--- src/rtl/axi_wdata_proc.sv ---
// iDMA AXI write-data engine: FIFO beats -> W with WLAST/WSTRB, B tracking.
// Define AXI_WDATA_REG_SLICE_EN to drive W from a registered 2-entry skid buffer.
module axi_wdata_proc #(
    parameter int AXI_IDW      = 4,
    parameter int AXI_DATA_WID = 256,
    parameter int AXI_STRBW    = AXI_DATA_WID / 8,
    parameter int MAX_OUTSTD   = 8
) (
    input  logic                    aclk,
    input  logic                    aresetn,
    input  logic                    wdata_fifo_empty_s,
    input  logic [AXI_DATA_WID-1:0] wdata_fifo_data_s,
    output logic                    wdata_fifo_pop,
    input  logic                    wcmd_valid,
    input  logic [7:0]              wcmd_len,
    input  logic                    wcmd_first_burst,
    input  logic                    wcmd_last_burst,
    output logic                    wcmd_ready,
    input  logic [5:0]              strb_first_beat_num,
    input  logic [5:0]              strb_last_beat_num,
    output logic [AXI_DATA_WID-1:0] o_wdata,
    output logic [AXI_STRBW-1:0]    o_wstrb,
    output logic                    o_wlast,
    output logic                    o_wvalid,
    input  logic                    i_wready,
    input  logic                    i_bvalid,
    input  logic [AXI_IDW-1:0]      i_bid,
    input  logic [1:0]              i_bresp,
    output logic                    o_bready,
    output logic                    axi_burst_wdata_ok,
    output logic                    dma_trans_wr_done,
    output logic                    bresp_err,
    input  logic                    bresp_err_clr
);

    // One spare bit: a burst may be in flight while MAX_OUTSTD are pending.
    localparam int CW = $clog2(MAX_OUTSTD) + 2;

    typedef enum logic {
        IDLE,
        DATA
    } state_t;

    state_t          state, state_nx;
    logic [7:0]      len_q, beat_cnt;
    logic            first_q, last_q;
    logic [5:0]      fnum_q, lnum_q;
    logic [CW-1:0]   outstd_cnt;
    logic            last_pend;

    logic                 core_valid, core_ready, core_last;
    logic                 core_hs, core_last_hs;
    logic [AXI_STRBW-1:0] core_strb;
    logic                 cmd_fire, wlast_hs, w_lastb, b_hs;
    logic                 unused_bid;

    assign unused_bid   = ^i_bid;
    assign core_valid   = (state == DATA) & ~wdata_fifo_empty_s;
    assign core_last    = (beat_cnt == len_q);
    assign core_hs      = core_valid & core_ready;
    assign core_last_hs = core_hs & core_last;

    assign wdata_fifo_pop = core_hs;
    assign wcmd_ready = aresetn & ((state == IDLE) | core_last_hs)
                      & (outstd_cnt < CW'(MAX_OUTSTD));
    assign cmd_fire   = wcmd_valid & wcmd_ready;

    always_comb begin
        for (int i = 0; i < AXI_STRBW; i++) begin
            core_strb[i] = 1'b1;
            if (first_q && beat_cnt == 8'd0 && i < int'(fnum_q))
                core_strb[i] = 1'b0;
            if (last_q && core_last && lnum_q != 6'd0 && i >= int'(lnum_q))
                core_strb[i] = 1'b0;
        end
    end

`ifdef AXI_WDATA_REG_SLICE_EN
    localparam int PW = AXI_DATA_WID + AXI_STRBW + 2;

    logic          out_v, skid_v;
    logic [PW-1:0] out_d, skid_d, core_d;

    assign core_d     = {last_q, core_last, core_strb, wdata_fifo_data_s};
    assign core_ready = ~skid_v;

    always_ff @(posedge aclk or negedge aresetn) begin
        if (!aresetn) begin
            out_v  <= 1'b0;
            skid_v <= 1'b0;
            out_d  <= '0;
            skid_d <= '0;
        end else if (i_wready || !out_v) begin
            if (skid_v) begin
                out_d  <= skid_d;
                skid_v <= 1'b0;
            end else begin
                out_v <= core_hs;
                if (core_hs)
                    out_d <= core_d;
            end
        end else if (core_hs) begin
            skid_v <= 1'b1;
            skid_d <= core_d;
        end
    end

    assign o_wvalid = out_v;
    assign o_wdata  = out_d[AXI_DATA_WID-1:0];
    assign o_wstrb  = out_d[AXI_DATA_WID +: AXI_STRBW];
    assign o_wlast  = out_v & out_d[PW-2];
    assign w_lastb  = out_d[PW-1];
    assign wlast_hs = o_wvalid & i_wready & o_wlast;
`else
    assign core_ready = i_wready;
    assign o_wvalid   = core_valid;
    assign o_wdata    = wdata_fifo_data_s;
    assign o_wstrb    = core_valid ? core_strb : '0;
    assign o_wlast    = core_valid & core_last;
    assign w_lastb    = last_q;
    assign wlast_hs   = core_last_hs;
`endif

    always_comb begin
        state_nx = state;
        case (state)
            IDLE: if (cmd_fire) state_nx = DATA;
            DATA: if (core_last_hs && !cmd_fire) state_nx = IDLE;
        endcase
    end

    always_ff @(posedge aclk or negedge aresetn) begin
        if (!aresetn) state <= IDLE;
        else          state <= state_nx;
    end

    always_ff @(posedge aclk or negedge aresetn) begin
        if (!aresetn) begin
            len_q    <= '0;
            beat_cnt <= '0;
            first_q  <= 1'b0;
            last_q   <= 1'b0;
            fnum_q   <= '0;
            lnum_q   <= '0;
        end else if (cmd_fire) begin
            len_q    <= wcmd_len;
            beat_cnt <= '0;
            first_q  <= wcmd_first_burst;
            last_q   <= wcmd_last_burst;
            fnum_q   <= strb_first_beat_num;
            lnum_q   <= strb_last_beat_num;
        end else if (core_hs) begin
            beat_cnt <= beat_cnt + 8'd1;
        end
    end

    assign o_bready = (outstd_cnt != '0);
    assign b_hs     = i_bvalid & o_bready;
    // The final B only completes the transfer if no new WLAST refills the count.
    assign dma_trans_wr_done = b_hs & last_pend & ~wlast_hs
                             & (outstd_cnt == CW'(1));
    assign axi_burst_wdata_ok = wlast_hs;

    always_ff @(posedge aclk or negedge aresetn) begin
        if (!aresetn) begin
            outstd_cnt <= '0;
            last_pend  <= 1'b0;
            bresp_err  <= 1'b0;
        end else begin
            case ({wlast_hs, b_hs})
                2'b10:   outstd_cnt <= outstd_cnt + CW'(1);
                2'b01:   outstd_cnt <= outstd_cnt - CW'(1);
                default: outstd_cnt <= outstd_cnt;
            endcase
            if (dma_trans_wr_done)
                last_pend <= 1'b0;
            else if (wlast_hs && w_lastb)
                last_pend <= 1'b1;
            if (bresp_err_clr)
                bresp_err <= 1'b0;
            else if (b_hs && i_bresp != 2'b00)
                bresp_err <= 1'b1;
        end
    end

endmodule

--- config.mk ---
export PLATFORM = sky130hd
export DESIGN_NAME = axi_wdata_proc
export DESIGN_NICKNAME = d
export VERILOG_FILES = /design/src/rtl/axi_wdata_proc.sv
export SDC_FILE = /design/constraint.sdc
export NUM_CORES = 1
export LEC_CHECK = 0
export CORE_AREA = 2 2 229 231
export CTS_CLUSTER_DIAMETER = 30
export DETAILED_ROUTE_END_ITERATION = 8
export DIE_AREA = 0 0 231 233
export GPL_TIMING_DRIVEN = 0
export MAX_ROUTING_LAYER = met4
export PLACE_DENSITY_LB_ADDON = 0.3
export SYNTH_ARGS = -nofsm -noshare
export SYNTH_HDL_FRONTEND = slang
export SYNTH_SLANG_ARGS = --single-unit
--- constraint.sdc ---
create_clock -name aclk -period 5.1 [get_ports aclk]
set_input_delay 1.275 -clock aclk [delete_from_list [all_inputs] [get_ports aclk]]
set_output_delay 1.275 -clock aclk [all_outputs]
set_load 0.02 [all_outputs]
==> qor.yml <==
seq_power_share_pct: 21.5
synth_top_area_cell: "buf_4"
total_power_mw: 1.878
cp-start-kind: "primary input"
rsz0062_at_grt: "no"
overflow: 0
p_leak_nw: 4.007
drive_gt1_share_pct: 31.06
grt_usage_pct: 9.753
synth-edff-count: 0
clock_path_buffers: 2
ys_warn_count: 0
grt_pass1_wl_um: 37720
route.detailed.drc: 0
vias_per_cell: 3.432
r2r_end: "outstd_cnt[4]$_DFFE_PN0P_"
crit_top_cell: "clkdlybuf4s50_1"
final_max_slew_viol_count: 0
coreArea_sq_mm: 0.05109
rows: 83
reg2regPathDepth: 8
hold_buffers: 0
drt_first_iter_violations: 353
placedCellCount: 1670
cts_tree: "yes"
arrival_ns: 3.63
via_count: 5783
final-setup-viol-count: 0
worst-path-max-fanout: 10
synth.most_common_cell: "buf_4"
cts_buffers: 5
die_w_um: 231
critPathSlowestCell: "clkdlybuf4s50_1"
worst_pin_slew_ns: 0.7852
finalHoldViolCount: 0
grt_pass1_vias: 5484
outcome: "finished, final reports clean"
die_area_sq_mm: 0.05382
syn_avg_cell_area_sq_um: 7.907
clock-sinks: 38
critical_path_class: "primary input to primary output"
routabilityCongestion: 0.8541
r2r_setup_slack_ns: 2.74
syn_area_sq_mm: 0.005243
relSlewSlack_pct: 47.52
path_buf_inv: 4
final_cells: 1685
critPathMaxStageDelay_ns: 0.70
max_freq_mhz: 204.0
utilization_pct: 18.67
port-buffer-count: 326
wl_um: 28020
routedWlPerCell_um: 16.63
pin_count: 587
ys_top_cells_by_count: "buf_4, dfrtp_1, a21oi_1, nand3_1, o21ai_0"
yosys-top-cells-area: "buf_4, dfrtp_1, a21oi_1"
path_cells: "clkdlybuf4s50_1, nand2b_1, inv_1, clkbuf_2, o21ai_0, a21oi_1, clkdlybuf4s50_1"
setup_ws_ns: 0.1983
ys.flop_type: "dfrtp_1"
clock_latency_ns: 0.29
synthesis.nets: 961
switching_share_pct: 41.31
p_int_mw: 1.102
ctsRootBufferMaster: "clkbuf_16"
place_ws_ns: -0.0001417
switchingPower_mw: 0.7757
fillCellCount: 5692
crit-reg2reg-launch: "beat_cnt[4]$_DFFE_PN0P_"
hp-start: "bresp_err$_DFFE_PN0P_"
worstHoldPathCells: 2
p_clk_share_pct: 17.7
cp_top_family: "buffers and inverters"
path_clk_slew_ns: 0.06
cp.required_ns: 3.83
ant_nets: 0
finalCritPeriodShare_pct: 96.11
power_density_mw_per_mm2: 196.8
area_delta_synth_final_pct: 82.00
grt_max_degree: 37
synth-async-reset-ratio_pct: 100.0
hpwl_um: 24890
yosysSeqAreaShare_pct: 18.14
nets: 1295
initial_core_util_pct: 10.26
synth_cell_type_count: 53
fp.dieH_um: 233
drt_pre_antenna_iters: 5
p_comb_share_pct: 60.7
ys_ff_latch: 38
cp-end-kind: "primary output"
clock_skew_ns: 0.004245
fin_crit_ns: 4.902
synth_top_area_share_pct: 36.80
antenna_found_initial: 8
holdPathEnd: "bresp_err$_DFFE_PN0P_"
fin_tns_setup_ns: 0
drv_cap: 0
hold_path.class: "flip-flop to flip-flop"
htree_num_levels: 2
synth_cells: 663
ir_worst_vdd_mv: 0.1117
==> how the worst max path moves through the flow <==
stage / startpoint / endpoint / slack (ns) / cells past startpoint
2_1_floorplan: wdata_fifo_empty_s / o_wstrb[11] / 1.28 / 5
3_5_place_dp: wdata_fifo_empty_s / o_wstrb[11] / -0.0001 / 7
4_1_cts: wdata_fifo_empty_s / o_wstrb[5] / 0.15 / 7
3_3_place_gp: aresetn / wcmd_ready / -0.51 / 4
5_1_grt: wdata_fifo_empty_s / o_wstrb[23] / 0.008 / 7
6_report: wdata_fifo_empty_s / o_wstrb[11] / 0.20 / 7
==> kinds of logic after synthesis <==
kind of cell	share of synthesized area, %
xor+xnor	3.341
flops	18.14
simple gates	18.85
buf+inv	41.43
fa+ha+maj	1.671
compound gates	16.37
mux	0.1909
==> layout by cell type (no fill, tap or decap), types with 5 or more instances in the layout <==
| cell | n |
|---|---|
| clkdlybuf4s50_1 | 325 |
| buf_4 | 257 |
| dfrtp_1 | 38 |
| a21oi_1 | 37 |
| nand3_1 | 34 |
| o21ai_0 | 26 |
| nand4_1 | 25 |
| clkbuf_1 | 22 |
| nor2_1 | 22 |
| a22oi_1 | 22 |
| o211ai_1 | 22 |
| nand2_1 | 18 |
| inv_1 | 12 |
| buf_2 | 12 |
| xnor2_1 | 11 |
| xor2_1 | 9 |
| nor3_2 | 8 |
| diode_2 | 7 |
| nor3_1 | 7 |
| ha_1 | 7 |
| and3_1 | 6 |
| a211oi_1 | 5 |
| buf_6 | 5 |
| clkbuf_16 | 5 |
==> power groups by stage <==
stage	clock network (mW)	registers (mW)	logic [mW]
floorplan	0	0.393	0.654
global placement	0	0.409	1.15
detailed placement	0	0.409	1.16
CTS	0.345	0.404	1.16
global route	0.363	0.413	1.22
finish	0.333	0.404	1.14
==> registers in the layout, summed over array words and instances (netlist names) <==
name	count
lnum_q	6
last_pend	1
len_q	8
beat_cnt	8
last_q	1
fnum_q	6
first_q	1
outstd_cnt	5
state	1
bresp_err	1
==> metal layers <==
layer  vias up  wire [um]  GRT usage [%]
li1       2728          -              -
met1      2701      10460          10.91
met2       341      14880          17.22
met3        13       2427          2.610
met4         0        253          2.298
met5         -          0              -
==> worst reg2reg max path, stage by stage, from the launching register on <==
cell	delay, ns
dfrtp_1	0.46
xnor2_1	0.31
and4_4	0.26
buf_6	0.13
nand3_1	0.22
ha_1	0.38
nand4b_1	0.20
a21oi_1	0.18
xor2_1	0.15
==> layout make-up <==
cell class	instances	area [sq um]	share of cell area (%)
plain buffers	296	2128	22.31
flip-flops and latches	38	950.9	9.966
clock buffers	6	138.9	1.456
inverters	12	45.04	0.4721
clock inverters	2	12.51	0.1311
diodes	7	17.52	0.1836
multi-input cells	317	2120	22.21
repair buffers	327	3278	34.36
well taps	680	850.8	8.917
==> through the flow <==
step	hold slack [ns]	cell area, sq um
floorplan	0.4777	5243
global placement	0.5042	9356
detailed placement	0.5032	9371
CTS	0.5145	9524
global route	0.5223	9542
finish	0.5085	9542
==> timing repair <==
item	in CTS	in global routing
buffers inserted	0	0
endpoints found under the setup margin	2	0
gates resized for setup	1	0
hold endpoints to repair	0	0
Note: power is estimated with default switching activity, not from simulation.
